`config.mk`:
```
export PLATFORM = sky130hd
export DESIGN_NAME = pipeline_sched
export DESIGN_NICKNAME = d
export VERILOG_FILES = /design/src/rtl/pipeline_sched.sv
export SDC_FILE = /design/constraint.sdc
export NUM_CORES = 1
export LEC_CHECK = 0
export BUFFER_PORTS_ARGS = -buffer_cell sky130_fd_sc_hd__buf_2
export CORE_AREA = 5 5 173 175
export DETAILED_ROUTE_END_ITERATION = 8
export DIE_AREA = 0 0 178 180
export GPL_ROUTABILITY_DRIVEN = 0
export SLEW_MARGIN = 20
export SYNTH_ARGS = -nofsm -noshare
export SYNTH_HDL_FRONTEND = slang
export SYNTH_SLANG_ARGS = --single-unit
```
`constraint.sdc`:
```
create_clock -name clk -period 2.5 [get_ports clk]
set_input_delay 0.375 -clock clk [delete_from_list [all_inputs] [get_ports clk]]
set_output_delay 0.375 -clock clk [all_outputs]
set_load 0.02 [all_outputs]
```
`src/rtl/pipeline_sched.sv`:
```
// Round-robin issue of two requesters into a fixed-latency pipeline; result pulse LAT+1 edges after accept.
// Backpressure only on accept (ready); results are never stalled and return in issue order.
module pipeline_sched #(
  parameter int W   = 32,
  parameter int LAT = 3
) (
  input  logic         clk,
  input  logic         rst_n,
  input  logic         sched_en,
  input  logic         req0_valid,
  output logic         req0_ready,
  input  logic [W-1:0] req0_a1,
  input  logic [W-1:0] req0_a2,
  input  logic [W-1:0] req0_b1,
  input  logic [W-1:0] req0_b2,
  input  logic         req1_valid,
  output logic         req1_ready,
  input  logic [W-1:0] req1_a1,
  input  logic [W-1:0] req1_a2,
  input  logic [W-1:0] req1_b1,
  input  logic [W-1:0] req1_b2,
  output logic [W-1:0] pipe_a1,
  output logic [W-1:0] pipe_a2,
  output logic [W-1:0] pipe_b1,
  output logic [W-1:0] pipe_b2,
  input  logic [W-1:0] pipe_c,
  output logic         res0_valid,
  output logic         res1_valid,
  output logic [W-1:0] res_data,
  output logic         busy
);

  logic         r_last;
  logic         r_issue_v;
  logic         r_issue_id;
  logic [W-1:0] r_pipe_a1, r_pipe_a2, r_pipe_b1, r_pipe_b2;
  logic [LAT-1:0] r_tag_v;
  logic [LAT-1:0] r_tag_id;
  logic         r_res0_v, r_res1_v;
  logic [W-1:0] r_res_data;

  logic w_grant;
  logic w_acc0, w_acc1, w_accept;

  // On a tie the requester that did not win last time is granted.
  always_comb begin
    w_grant = 1'b0;
    if (req0_valid && req1_valid) w_grant = ~r_last;
    else if (req1_valid)          w_grant = 1'b1;
  end

  assign w_acc0   = rst_n & sched_en & req0_valid & ~w_grant;
  assign w_acc1   = rst_n & sched_en & req1_valid &  w_grant;
  assign w_accept = w_acc0 | w_acc1;

  assign req0_ready = w_acc0;
  assign req1_ready = w_acc1;

  always_ff @(posedge clk) begin
    if (!rst_n) begin
      r_last     <= 1'b1;
      r_issue_v  <= 1'b0;
      r_issue_id <= 1'b0;
      r_pipe_a1  <= '0;
      r_pipe_a2  <= '0;
      r_pipe_b1  <= '0;
      r_pipe_b2  <= '0;
    end else if (w_accept) begin
      r_last     <= w_grant;
      r_issue_v  <= 1'b1;
      r_issue_id <= w_grant;
      r_pipe_a1  <= w_grant ? req1_a1 : req0_a1;
      r_pipe_a2  <= w_grant ? req1_a2 : req0_a2;
      r_pipe_b1  <= w_grant ? req1_b1 : req0_b1;
      r_pipe_b2  <= w_grant ? req1_b2 : req0_b2;
    end else begin
      r_issue_v  <= 1'b0;
    end
  end

  // Tag line mirrors the pipeline depth so the last stage lines up with pipe_c.
  always_ff @(posedge clk) begin
    if (!rst_n) begin
      r_tag_v  <= '0;
      r_tag_id <= '0;
    end else begin
      r_tag_v[0]  <= r_issue_v;
      r_tag_id[0] <= r_issue_id;
      for (int i = 1; i < LAT; i++) begin
        r_tag_v[i]  <= r_tag_v[i-1];
        r_tag_id[i] <= r_tag_id[i-1];
      end
    end
  end

  always_ff @(posedge clk) begin
    if (!rst_n) begin
      r_res0_v   <= 1'b0;
      r_res1_v   <= 1'b0;
      r_res_data <= '0;
    end else if (r_tag_v[LAT-1]) begin
      r_res0_v   <= ~r_tag_id[LAT-1];
      r_res1_v   <=  r_tag_id[LAT-1];
      r_res_data <= pipe_c;
    end else begin
      r_res0_v   <= 1'b0;
      r_res1_v   <= 1'b0;
    end
  end

  assign pipe_a1    = r_pipe_a1;
  assign pipe_a2    = r_pipe_a2;
  assign pipe_b1    = r_pipe_b1;
  assign pipe_b2    = r_pipe_b2;
  assign res0_valid = r_res0_v;
  assign res1_valid = r_res1_v;
  assign res_data   = r_res_data;
  assign busy       = r_issue_v | (|r_tag_v) | r_res0_v | r_res1_v;

endmodule
```
==> results.yml, run 1 <==
cts:
  clk_pin_slew_worst_paths_ns: 0.08
  ctsRootBufferMaster: "clkbuf_16"
  post_cts_resized: 0
  post_cts_buffers: 0
  hold_buffers: 0
  ctsLongestPathBuffers: 2
  numCtsBuffers: 17
  cts_tree: "done"
  cts_sinks: 171
  worst_skew_pair.late_latency_ns: 0.42
  h-tree-depth: 4
global_route:
  grt_max_degree: 103
  antenna_found_initial: 1
  grt_overflow_total: 0
  grt_pass1_vias: 7085
  grt_pass1_wl_um: 38800
  grtUsageTotal_pct: 15.0
critical_path:
  cp_max_fo: 4
  cp.arrival_ns: 1.40
  path_buf_inv: 1
  endpoint_kind: "output port"
  crit_path_start_kind: "register"
  cp.required_ns: 2.12
  crit_chain: "a21boi_4 > and3_1 > buf_2"
  crit_type: "reg2out"
  worst_path_max_delay_cell: "dfxtp_1"
  max_stage_delay_ns: 0.36
  path_delay_family: "flip-flops"
drt:
  ant_nets: 0
  vias: 7434
  wl_per_cell_um: 15.5
  firstDrtPassIters: 4
  drc: 0
  via_per_inst: 4.49
  routed_wl_um: 25700
  initialDrtViolationCount: 264
timing:
  fin_tns_setup_ns: 0
  finalClockSkew_ns: 0.00774
  grt_setup_unrepaired: "false"
  worst_pin_slew_ns: 0.573
  post-route-period-util_pct: 71.0
  setup_viol: 0
  fmax_ghz: 0.564
  maxSlewViolCount: 0
  hold_viol_final: 0
  relSlewSlack_pct: 61.8
  layout_min_cycle_time_ns: 1.77
logic_synthesis:
  synth_top_area_share_pct: 49.3
  netlist_area_mm2: 0.00694
  yosys.cell_types.count: 22
  ys_top_cells_by_area: "dfxtp_1 (49%), nand2_1 (14%), a31oi_1 (12%), o21ai_1 (7.3%), mux2i_1 (4.6%)"
  synth_nets: 1141
  postSynthAreaPerCell_um2: 8.18
  synth_cells: 848
  ys_warn_count: 0
  ys_ff_latch: 171
  synth_area_leader_cell: "dfxtp_1"
  seq_area_frac_synth_pct: 49.3
cells_and_area:
  layout-drive-gt1-share_pct: 39.7
  areaGrowthSynthToFinish_pct: 44.1
  finalNetCount: 1550
  final_common_cell: "buf_2"
  instances_no_fill: 1654
  most-common-layout-cells: "buf_2 (456), nand2_1 (258), dfxtp_1 (170)"
  fillers: 3019
  diodes: 0
worst_hold_path:
  hp-class: "in2reg"
placement:
  port_buffers: 457
  dp_hpwl_um: 19000
  place_inst: 1622
power_and_ir_drop:
  vdd_drop_max_v: 0.000344
  p_leak_nw: 4.83
  p_per_area_mw_per_mm2: 668
floorplan:
  die_area_mm2: 0.0320
  initial_core_util_pct: 24.5
  std_cell_rows: 62
  fp.dieH_um: 180
  io_pins: 458
  core_area_mm2: 0.0283
  die-width_um: 178
run_status:
  status: "finished, final reports clean"
flow_run:
  cap_violations: 0
cells by family (layout without fill, tap and decap cells):
| family | Yosys count | in the layout | share of synthesized area (%) |
|---|---|---|---|
| AO/OA/AOI/OAI | 262 | 262 | 21.6 |
| multiplexers | 32 | 32 | 4.62 |
| buffers and inverters | 79 | 501 | 6.51 |
| flip-flops | 171 | 171 | 49.3 |
| AND/OR/NAND/NOR | 304 | 304 | 18.0 |
area by class of cell:
class | count | area, um^2 | share of cell area [%]
clock inverter | 13 | 133 | 1.33
tap | 384 | 480 | 4.80
timing repair buffer | 469 | 2440 | 24.4
clock buffer | 19 | 443 | 4.43
multi-input combinational | 598 | 3080 | 30.8
sequential | 171 | 3420 | 34.2
cell usage after synthesis:
library cell  count
a21bo_2           1
a21boi_2          1
a21o_1            1
a21oi_1           1
a31oi_1         128
and2_1            6
and3_1            3
buf_1             1
buf_2            43
buf_4             5
buf_6            11
clkbuf_1         19
dfxtp_1         171
mux2i_1          32
nand2_1         258
nand3_1           1
nor2_1            3
nor2b_1          32
nor4_1            1
o211a_4           1
o21ai_0          28
o21ai_1         101
power by group:
group          total (mW)  switching [mW]  leakage [nW]  internal [mW]
Combinational        1.07           0.642          3.14          0.432
Sequential           2.94          0.0734          1.40           2.87
Clock                2.66            1.23         0.287           1.43
sequential cells by signal, summed over array words and instances, names as in the netlist:
register    count
res_data       32
r_tag_v         3
r_tag_id        3
pipe_b2        32
r_issue_id      1
res1_valid      1
pipe_a1        32
pipe_a2        32
r_issue_v       1
pipe_b1        32
r_last          1
res0_valid      1
path summary, 6_finish.rpt:
path | start | endpoint | slack (ns) | depth (start not counted)
max reg2reg | r_last | pipe_a2[30] | 0.99 | 4
min reg2reg | r_tag_id[2] | res0_valid | 0.41 | 1
min | req1_b2[13] | pipe_b2[13] | 0.20 | 3
max | r_last | req1_ready | 0.73 | 3
layer usage:
metal	vias up	track usage (%)	wire length, um
met5	-	0	0
met4	0	3.90	295
met3	17	6.20	2830
met2	324	25.9	12400
met1	3336	17.2	10100
li1	3757	-	-
through the flow:
step | utilization [%] | area, um^2 | hold slack (ns) | worst slack [ns] | total power, mW
2_1_floorplan | - | 6940 | 0.384 | 0.955 | 3.61
3_3_place_gp | 33.3 | 9430 | 0.402 | 0.786 | 4.08
3_5_place_dp | 33.3 | 9430 | 0.416 | 0.771 | 4.09
4_1_cts | 35.3 | 10000 | 0.167 | 0.680 | 6.79
5_1_grt | 35.3 | 10000 | 0.175 | 0.623 | 7.02
6_report | 35.3 | 10000 | 0.198 | 0.726 | 6.68
tightest hold or removal path: cells and delay by family:
kind                   cells  cell delay, ns
AND/OR/NAND/NOR            1            0.04
buffers and inverters      1            0.09
AO/OA/AOI/OAI              1            0.07
Power figures use the tool's default switching activity.
==> run 2: changes to the inputs <==
Settings changed: ABC_AREA set to 1, CORE_AREA 5 5 173 175 to 5 5 177 179, DIE_AREA 0 0 178 180 to 0 0 182 184.
Clock period 2.5 ns to 1.65 ns, I/O delays scaled along.
==> run 2 against run 1 <==
  * Clock skew increased by 0.0036 ns
  * Synthesized area rose by 25%
  * Setup slack got worse by 0.64 ns
  * Critical path depth up 1
  * Sequential power grew 53%
  * Power rose by 62%
  * Cell count rose by 36%
  * Register-to-register slack worse by 0.77 ns
  * Via count is 35% higher
  * Combinational power increased by 120%
  * Critical path type unchanged
  * Largest power group unchanged
==> results.yml, run 2 <==
run_status:
  status: "finished, final reports clean"
global_route:
  grt_max_degree: 77
  grtUsageTotal_pct: 18.2
  antenna_found_initial: 3
  grt_pass1_wl_um: 50100
  grt_overflow_total: 0
  grt_pass1_vias: 9450
cells_and_area:
  finalNetCount: 2130
  layout-drive-gt1-share_pct: 28.9
  final_area_mm2: 0.0120
  areaGrowthSynthToFinish_pct: 38.1
  most-common-layout-cells: "buf_2 (454), nand2_1 (393), nor2_1 (323)"
  final_common_cell: "buf_2"
drt:
  drc: 0
  vias: 10014
  firstDrtPassIters: 5
  via_per_inst: 4.47
  routed_wl_um: 32200
  ant_nets: 0
  initialDrtViolationCount: 446
  wl_per_cell_um: 14.4
power_and_ir_drop:
  p_leak_nw: 7.15
  p_per_area_mw_per_mm2: 900
  vdd_drop_max_v: 0.000556
  power_mw: 10.8
cts:
  cts_sinks: 171
  worst_skew_pair.late_latency_ns: 0.43
  hold_buffers: 0
  ctsLongestPathBuffers: 2
  h-tree-depth: 4
  post_cts_buffers: 0
  ctsRootBufferMaster: "clkbuf_16"
  clk_pin_slew_worst_paths_ns: 0.07
  cts_tree: "done"
  numCtsBuffers: 17
critical_path:
  reg2reg_from: "r_last"
  crit_path_start_kind: "register"
  cp.arrival_ns: 1.32
  rrSetupSlack_ns: 0.22
  cp.required_ns: 1.40
  r2r_cells: 7
  endpoint_kind: "output port"
  cp_max_fo: 29
  crit_start: "r_last"
  crit_type: "reg2out"
  crit_end: "req0_ready"
  r2r-end: "pipe_a2[28]"
placement:
  place_area_mm2: 0.0114
  port_buffers: 457
  dp_hpwl_um: 23900
logic_synthesis:
  synthTopCellsByCount: "nand2_1 (395), nor2_1 (323), nand3_1 (258), dfxtp_1 (171), inv_1 (138)"
  synth_top_area_share_pct: 39.4
  ys_top_cells_by_area: "dfxtp_1 (39%), nand2_1 (17%), nand3_1 (15%), nor2_1 (14%), inv_1 (6.0%)"
  synth_cells: 1435
  yosys.cell_types.count: 17
  ys_ff_latch: 171
  netlist_area_mm2: 0.00869
  postSynthAreaPerCell_um2: 6.05
  synth_most_common_cell: "nand2_1"
  synth_edf_count: 0
  seq_area_frac_synth_pct: 39.4
  synth_nets: 1728
  ys_warn_count: 0
  synth_ff_type: "dfxtp_1"
  synth_area_leader_cell: "dfxtp_1"
  async_flop_share_pct: 0
timing:
  fin_tns_setup_ns: 0
  relSlewSlack_pct: 72.9
  grt_setup_unrepaired: "false"
  layout_min_cycle_time_ns: 1.57
  hold_viol_final: 0
  setup_viol: 0
  fmax_ghz: 0.638
  worst_pin_slew_ns: 0.406
  post-route-period-util_pct: 95.0
  maxSlewViolCount: 0
  finalClockSkew_ns: 0.0113
floorplan:
  core_area_mm2: 0.0294
  die_area_mm2: 0.0335
  initial_core_util_pct: 29.5
  io_pins: 458
  std_cell_rows: 63
  fp.dieH_um: 184
  die-width_um: 182
flow_run:
  cap_violations: 0
worst_hold_path:
  hp-class: "in2reg"
-- run 2: changes by cell type in the layout (fill, tap and decap cells not counted), moves of 13 or more --
cell,delta
nor2_1,+320
nand3_1,+256
inv_1,+138
nand2_1,+135
a31oi_1,-128
o21ai_1,-101
mux2i_1,-32
nor2b_1,-32
buf_4,+13
-- run 2: per-layer routing --
layer	GRT usage (%)	vias to the layer above	share of wire [%]
met1	22.0	4460	41
met4	4.83	2	1.6
li1	-	5186	-
met3	6.03	28	8.8
met5	0	-	0.062
met2	31.4	338	48
-- run 2: power breakdown --
| part | total [mW] | internal [mW] | switching (mW) |
|---|---|---|---|
| combinational | 2.40 | 0.928 | 1.47 |
| clock | 3.90 | 2.02 | 1.88 |
| sequential | 4.51 | 4.39 | 0.123 |
-- run 2: worst min-delay path by stage --
stage	to	cells past startpoint	slack [ns]	start
2_1_floorplan	res_data[0]	2	0.38	pipe_c[0]
3_3_place_gp	res0_valid	1	0.41	r_tag_id[2]
3_5_place_dp	res0_valid	1	0.41	r_tag_id[2]
4_1_cts	res_data[30]	3	0.02	pipe_c[30]
5_1_grt	res_data[30]	3	0.02	pipe_c[30]
6_report	res_data[30]	3	0.04	pipe_c[30]
-- run 2: area by class of cell --
type	count	area [um^2]
fillers	3207	17400
multi-input cells	1015	4240
flip-flops and latches	171	3420
repair buffers	492	2760
inverters	140	528
well taps	390	488
clock buffers	19	443
clock inverters	13	109
diodes	2	5.00
-- run 2: cells by family after synthesis --
family | count (synthesis) | share of synthesized area [%]
flops | 171 | 39.4
buf+inv | 249 | 12.2
compound gates | 34 | 1.96
simple gates | 981 | 46.4
-- run 2: per-stage QoR --
| step | hold WS [ns] | instances | utilization (%) | setup slack [ns] |
|---|---|---|---|---|
| 2_1_floorplan | 0.382 | 1435 | - | 0.146 |
| 3_3_place_gp | 0.407 | 2208 | 38.9 | 0.222 |
| 3_5_place_dp | 0.406 | 2208 | 38.9 | 0.186 |
| 4_1_cts | 0.0161 | 2240 | 40.7 | 0.0118 |
| 5_1_grt | 0.0244 | 2242 | 40.8 | 0.00505 |
| 6_report | 0.0358 | 2242 | 40.8 | 0.0819 |
-- run 2: repair_timing --
item,CTS,global route
gates cloned,0,0
setup endpoints to repair,1,1
resized for setup,2,3
-- run 2: critical path, cell delays in order, from the launching register on --
cell,delay (ns)
dfxtp_2,0.35
nand2_4,0.07
buf_12,0.18
a21oi_4,0.16
buf_6,0.13
